===== config.mk =====
export PLATFORM = sky130hd
export DESIGN_NAME = wb_port_arbiter
export DESIGN_NICKNAME = d
export VERILOG_FILES = /design/src/rtl/wb_port_arbiter.sv
export SDC_FILE = /design/constraint.sdc
export NUM_CORES = 1
export LEC_CHECK = 0
export BUFFER_PORTS_ARGS = -buffer_cell sky130_fd_sc_hd__clkbuf_2
export CORE_ASPECT_RATIO = 2
export CORE_UTILIZATION = 50
export CTS_BUF_LIST = sky130_fd_sc_hd__clkbuf_4 sky130_fd_sc_hd__clkbuf_8
export DETAILED_ROUTE_END_ITERATION = 12
export HOLD_SLACK_MARGIN = 0.03
export PLACE_DENSITY = 0.86
export SLEW_MARGIN = 20
export SYNTH_ARGS = -nofsm -noshare
export SYNTH_HDL_FRONTEND = slang
export SYNTH_SLANG_ARGS = --single-unit

===== constraint.sdc =====
create_clock -name i_clk -period 4 [get_ports i_clk]
set_input_delay 0.4 -clock i_clk [delete_from_list [all_inputs] [get_ports i_clk]]
set_output_delay 0.4 -clock i_clk [all_outputs]
set_load 0.01 [all_outputs]

===== src/rtl/wb_port_arbiter.sv =====
// Register-file write-port arbiter: pipeline write-back vs. debug writes, with a
// timed drain before the port is handed to debug on halt.
module wb_port_arbiter #(
    parameter int DATA_WIDTH   = 32,
    parameter int ADDR_WIDTH   = 5,
    parameter int DRAIN_CYCLES = 4,
    parameter int CNT_WIDTH    = 16
) (
    input  logic                  i_clk,
    input  logic                  i_reset,
    input  logic                  i_wb_regwrite,
    input  logic [ADDR_WIDTH-1:0] i_wb_rd,
    input  logic [DATA_WIDTH-1:0] i_wb_data,
    input  logic                  i_halt_req,
    input  logic                  i_dbg_req,
    input  logic [ADDR_WIDTH-1:0] i_dbg_rd,
    input  logic [DATA_WIDTH-1:0] i_dbg_data,
    output logic                  o_dbg_ack,
    output logic                  o_halted,
    output logic                  o_rf_we,
    output logic [ADDR_WIDTH-1:0] o_rf_addr,
    output logic [DATA_WIDTH-1:0] o_rf_data,
    output logic [CNT_WIDTH-1:0]  o_wb_count
);

    localparam int DW = (DRAIN_CYCLES > 1) ? $clog2(DRAIN_CYCLES) : 1;

    typedef enum logic [1:0] {S_RUN, S_DRAIN, S_HALTED, S_DBG_ACK} state_e;

    state_e                state_q, state_d;
    logic [DW-1:0]         drain_q, drain_d;
    logic                  we_q, we_d;
    logic [ADDR_WIDTH-1:0] addr_q, addr_d;
    logic [DATA_WIDTH-1:0] data_q, data_d;
    logic [CNT_WIDTH-1:0]  count_q, count_d;
    logic                  ack_q, ack_d;
    logic                  halted_q, halted_d;
    logic                  pipe_wr;

    // r0 is hard-wired zero, so writes to it never reach the register file
    assign pipe_wr = i_wb_regwrite && (i_wb_rd != '0);

    always_comb begin
        state_d = state_q;
        drain_d = drain_q;
        we_d    = 1'b0;
        addr_d  = addr_q;
        data_d  = data_q;
        count_d = count_q;

        if ((state_q == S_RUN || state_q == S_DRAIN) && pipe_wr) begin
            we_d    = 1'b1;
            addr_d  = i_wb_rd;
            data_d  = i_wb_data;
            count_d = count_q + CNT_WIDTH'(1);
        end

        case (state_q)
            S_RUN: begin
                if (i_halt_req) begin
                    state_d = S_DRAIN;
                    drain_d = DW'(DRAIN_CYCLES - 1);
                end
            end
            S_DRAIN: begin
                if (!i_halt_req)          state_d = S_RUN;
                else if (drain_q == '0)   state_d = S_HALTED;
                else                      drain_d = drain_q - DW'(1);
            end
            S_HALTED: begin
                // debug request wins over a same-cycle halt release
                if (i_dbg_req) begin
                    state_d = S_DBG_ACK;
                    if (i_dbg_rd != '0) begin
                        we_d   = 1'b1;
                        addr_d = i_dbg_rd;
                        data_d = i_dbg_data;
                    end
                end else if (!i_halt_req) begin
                    state_d = S_RUN;
                end
            end
            S_DBG_ACK: begin
                if (!i_dbg_req) state_d = S_HALTED;
            end
            default: state_d = S_RUN;
        endcase

        ack_d    = (state_d == S_DBG_ACK);
        halted_d = (state_d == S_HALTED) || (state_d == S_DBG_ACK);
    end

    always_ff @(posedge i_clk or negedge i_reset) begin
        if (!i_reset) begin
            state_q  <= S_RUN;
            drain_q  <= '0;
            we_q     <= 1'b0;
            addr_q   <= '0;
            data_q   <= '0;
            count_q  <= '0;
            ack_q    <= 1'b0;
            halted_q <= 1'b0;
        end else begin
            state_q  <= state_d;
            drain_q  <= drain_d;
            we_q     <= we_d;
            addr_q   <= addr_d;
            data_q   <= data_d;
            count_q  <= count_d;
            ack_q    <= ack_d;
            halted_q <= halted_d;
        end
    end

    assign o_rf_we    = we_q;
    assign o_rf_addr  = addr_q;
    assign o_rf_data  = data_q;
    assign o_wb_count = count_q;
    assign o_dbg_ack  = ack_q;
    assign o_halted   = halted_q;

endmodule


# ---- Yosys cells after proc, flatten, opt, wreduce, memory -nomap -nowiden
# Index checks and enable logic that the tools add are counted.
dict set report word_totals {
  register_bits 60
  input_bits 79
  out_inout_bits 56
  word_cells 51
}
dict set report op_classes {
  add_sub_neg 2
  n_eq_ne 8
  muxes 23
  reduce_logical 10
}
# op n
set op_table {}
lappend op_table {{$mux 32} 4}
lappend op_table {{$mux 5} 4}
lappend op_table {{$mux 2} 9}
lappend op_table {{$add 16x1->16 const B} 1}
lappend op_table {{$reduce_bool 5->1} 2}
lappend op_table {{$eq 2x2->1 const B} 4}
lappend op_table {{$pmux 2 s4} 1}
lappend op_table {{$ne 2x2->1 const B} 3}
lappend op_table {{$logic_not 2->1} 2}
lappend op_table {{$mux 1} 4}
lappend op_table {{$pmux 2 s2} 1}
lappend op_table {{$reduce_and 4->1} 1}
lappend op_table {{$eq 2x1->1 const B} 1}
lappend op_table {{$logic_and 1x1->1} 2}
lappend op_table {{$logic_or 1x1->1} 2}
lappend op_table {{$reduce_bool 2->1} 1}
lappend op_table {{$sub 2x1->2 const B} 1}

# ---- Logic depth before layout (Yosys ltp)
dict set report logic_depth {
  ltp_word 7
  mapped_depth 6
  ltp_nobuf 5
}

# ---- Worst setup path before layout
# OpenSTA, ideal clock, no wires.
dict set report synth_timing {
  path_kind {input to register}
  from {input i_dbg_rd[1]}
  to {register data_q[12], in the netlist o_rf_data[12]}
  setup_time_ns 0.082
  arrival_ns 1.465
  required_time_ns 3.918
  setup_slack_ns 2.453
  path_stages 5
  path_buffers 1
  cell_sequence {or4_4 -> o21ai_4 -> buf_2 -> nor2_1 -> a31oi_1}
}
dict set report synth_via {
  elab_chain_len 4
}
# element line
set synth_rtl {}
lappend synth_rtl {{from (decl)} 16} ;# input logic [ADDR_WIDTH-1:0] i_dbg_rd,
lappend synth_rtl {{$reduce_bool 5->1} 74} ;# if (i_dbg_rd != '0) begin
lappend synth_rtl {{$mux 32} 74}
lappend synth_rtl {{$mux 32} 72} ;# if (i_dbg_req) begin
lappend synth_rtl {{$mux 32} 58} ;# case (state_q)
lappend synth_rtl {{named net data_d[12]} 34} ;# logic [DATA_WIDTH-1:0] data_q, data_d;
lappend synth_rtl {{to (signal assigned)} 108} ;# data_q <= data_d;
lappend synth_rtl {{to (decl)} 34}
# The timed path passes the listed nets, and every way through them passes these cells.
# A chain may end at the register's enable or synchronous reset.

# ---- Worst setup path in the final report
dict set report layout_timing {
  from {register state_q[1]}
  to {register count_q[8], in the netlist o_wb_count[8]}
}
dict set report layout_via {
  elab_chain_len 3
  word_cells_on_any_way 4
  cone_classes {eq/ne (1); reduce/logical (3)}
}
# element line
set layout_rtl {}
lappend layout_rtl {{from (decl)} 30} ;# state_e state_q, state_d;
lappend layout_rtl {{from (signal assigned)} 104} ;# state_q <= state_d;
lappend layout_rtl {{$eq 2x1->1 / $logic_not 2->1 (equally long branches)} 51} ;# if ((state_q == S_RUN || state_q == S_DRAIN) && pipe_wr) begin
lappend layout_rtl {{$logic_or 1x1->1 *} 51}
lappend layout_rtl {{$logic_and 1x1->1 *} 51}
lappend layout_rtl {{to (signal assigned)} 109} ;# count_q <= count_d;
lappend layout_rtl {{to (decl)} 35} ;# logic [CNT_WIDTH-1:0] count_q, count_d;
# Every way passes the cells marked *; elsewhere a longest branch is shown, timed or not.

==> metrics <==
sequential fraction of the synthesis area 0.5520; EDFF count, synth 0; Async SR Flop Fraction 1.000; Slowest-stage cell, CP a21boi_4; Worst Setup End Kind flop; Multi-input gate area 1122 sq um; first-pass GRT wire length approximately 11 mm; RSZ-0062 raised after global routing false; critical path class reg -> reg; routed len/inst 14.51 um; worst-case clock buffer depth 2; CTS tree built; H-Tree Depth 3; worst min path class in -> async; combined area of all synthesized cells 2720 sq um; Setup TNS Final 0 ns; clk sinks 60; Yosys warnings 0; Synth Flop Type dfrtp_1; Final min period 2.247 ns; Setup Skew ~0.014 ns; total design power 2.604 mW; post-synth cell types 31; Reg-to-Reg End o_wb_count[8]; non-filler instance count after layout a little under 500; vias in the first global route 2515; Critical Path RT 4.24 ns; flop-to-flop setup slack 1.75 ns; CTS clk-pin slew, worst paths 0.08 ns; FF+latch count, synth 60; DR vias 2614; DRT iter0 DRCs 106; row cnt 37; final setup vio count 0; Die ar. 5757 sq um; PwrDens 720.0 nW/um^2; Synth-to-Final Area Change 32.98%; Inserted Clock Buffers 9; Post-DP HPWL 5.213 mm; syn nets 376; DRC 0; Core Region 5185 sq um; max-cap viol count 0; layout cells sized above 1 0.3628; Filler cells 448; antenna viol nets, final 0; DR vias/cell around 5.4; n_diodes 0; gr usage total 0.2641; Ports roughly 140; Port Buffer Count 134; Final Cycle Share 0.5617; Slew Viols, Final 0; largest net degree at the start of global routing 46; arrival time worst endpoint approximately 2.5 ns; worst skew pair latency roughly 0.35 ns; Die Span X around 54 um; final hold vios 0; reg-to-reg startpoint state_q[1]; crit start category flop; Static Leakage 1.891 nW; final wirelength 7.079 mm; Slew Limit Headroom 0.3309; Mean Syn Cell Area a little over 9 sq um; antenna violations before repair 0; Final Cell Area 3617 sq um; placed instance area 3397 sq um; Setup Fix Bufs, Post-CTS 0; Max VDD drop 0.6135 mV; Syn Inst Count a little under 300; FF+latch area 1501 sq um; Die Y 106.3 um; Pre-antenna DRT Iters 4; Least-Margin Pin Slew 1.001 ns; NumNets Final 506; Post-CTS Hold Buffers 0; CP max FO 38; Cell Chain, Critical Path nor2b_1 > a21boi_4 > nand3_1 > xnor2_1; fmax 0.4450 GHz; routability cong. 0.8592; Initial Util 0.5246; R2R depth 4; GR Overflow Total 0; post-CTS sizing 0; slowest stage delay, CP between 0.8 and 0.9 ns; status finished, final reports clean; Clock Tree Root clkbuf_8; cell count after placement 472
==> how the worst max path moves through the flow <==
stage                      startpoint             end  cells past startpoint
final                      state_q[1]   o_wb_count[8]                      4
after detailed placement  i_dbg_rd[1]    o_rf_data[0]                      6
after global routing       state_q[1]  o_wb_count[12]                      4
after CTS                  state_q[1]   o_wb_count[8]                      4
after floorplan           i_dbg_rd[1]   o_rf_data[12]                      5
after global placement    i_dbg_rd[1]    o_rf_data[4]                      6
==> worst max-delay path: cells and delay by family, from the launching register on <==
| family | cells | cell delay [ns] |
|---|---|---|
| compound gates | 1 | 0.87 |
| simple gates | 2 | 0.64 |
| flops | 1 | 0.44 |
| xor+xnor | 1 | 0.19 |
==> Yosys cell counts, drive strengths merged (2+ instances only) <==
| cell | instances | area, sq um |
|---|---|---|
| nor2 | 36 | 135.1 |
| ha | 2 | 25.02 |
| nand3 | 12 | 60.06 |
| and2 | 2 | 12.51 |
| dfrtp | 60 | 1501 |
| nand2 | 81 | 304.0 |
| a31oi | 32 | 200.2 |
| xnor2 | 12 | 105.1 |
| inv | 4 | 15.01 |
| xor2 | 3 | 26.28 |
| nand4 | 4 | 25.02 |
| a21oi | 3 | 15.01 |
| clkbuf | 2 | 7.510 |
| o21ai | 4 | 31.28 |
| a22oi | 5 | 37.54 |
| buf | 15 | 85.08 |
| nor3 | 4 | 20.02 |
| nor2b | 3 | 18.77 |
==> final cells by class <==
type | instances | share of cell area
Inverter | 4 | 0.004151
Multi-Input combinational cell | 214 | 0.3103
Sequential cell | 60 | 0.4151
Clock buffer | 11 | 0.04012
Tap cell | 58 | 0.02006
Timing Repair Buffer | 136 | 0.1896
Clock inverter | 5 | 0.02075
==> cell usage in the layout (no fill, tap or decap) <==
master,synthesis,final
a21o_1,1,1
nor2b_1,3,3
a211oi_1,1,1
a31oi_1,32,32
a21oi_1,3,3
clkbuf_2,0,134
o21ai_0,3,3
a21bo_2,1,1
nand4b_1,1,1
clkbuf_8,0,10
nand2_1,81,81
ha_1,2,2
nand3_1,12,12
or4_4,1,1
a22o_1,1,1
clkinv_2,0,3
a22oi_1,5,5
nor2_1,36,36
o21ai_4,1,1
dfrtp_1,60,60
nor3_1,4,4
a21boi_4,0,1
and3b_1,1,1
nor4_1,1,1
o22a_1,1,1
xnor2_1,12,12
bufinv_16,0,2
clkbuf_4,0,1
xor2_1,3,3
nand4_1,4,4
mux2i_1,1,1
buf_4,4,2
and2_1,2,2
inv_1,4,4
==> cells by family (layout without fill, tap and decap cells) <==
family,after synthesis,after routing,synth area share
and+or+nand+nor,146,146,0.2245
AOI/OAI and AO/OA,50,50,0.1228
DFF,60,60,0.5520
buffers and inverters,21,156,0.03956
xor gates and xnor gates,15,15,0.04830
muxes,1,1,0.003680
adders and majority gates,2,2,0.009198
==> sequential cells by signal, indices dropped and copies added, names as in the netlist <==
name        count
o_rf_addr       5
o_dbg_ack       1
o_wb_count     16
o_halted        1
state_q         2
o_rf_data      32
o_rf_we         1
drain_q         2
==> per-layer routing <==
layer	up-vias	wire length, um	GRT usage
li1	1258	-	-
met1	1223	2480	0.2780
met2	108	3844	0.4373
met3	25	492	0.07868
met4	0	261	0.1538
met5	-	0	0
==> metrics by stage <==
| stage | hold WS [ns] | utilization | setup WS (ns) |
|---|---|---|---|
| final | 0.08258 | 0.6976 | 1.753 |
| after global routing | 0.1219 | 0.6976 | 1.469 |
| after CTS | 0.09159 | 0.6976 | 1.744 |
| after detailed placement | 0.4732 | 0.6552 | 1.650 |
| after global placement | 0.4628 | 0.6552 | 1.721 |
| after floorplan | 0.1044 | - | 2.453 |
==> power breakdown <==
group | leakage, nW | total, mW | internal (mW) | switching, mW
Clock | 0.116 | 0.607 | 0.371 | 0.236
Sequential | 0.723 | 1.03 | 0.863 | 0.171
Combinational | 1.05 | 0.963 | 0.397 | 0.566
Power figures use the tool's default switching activity.
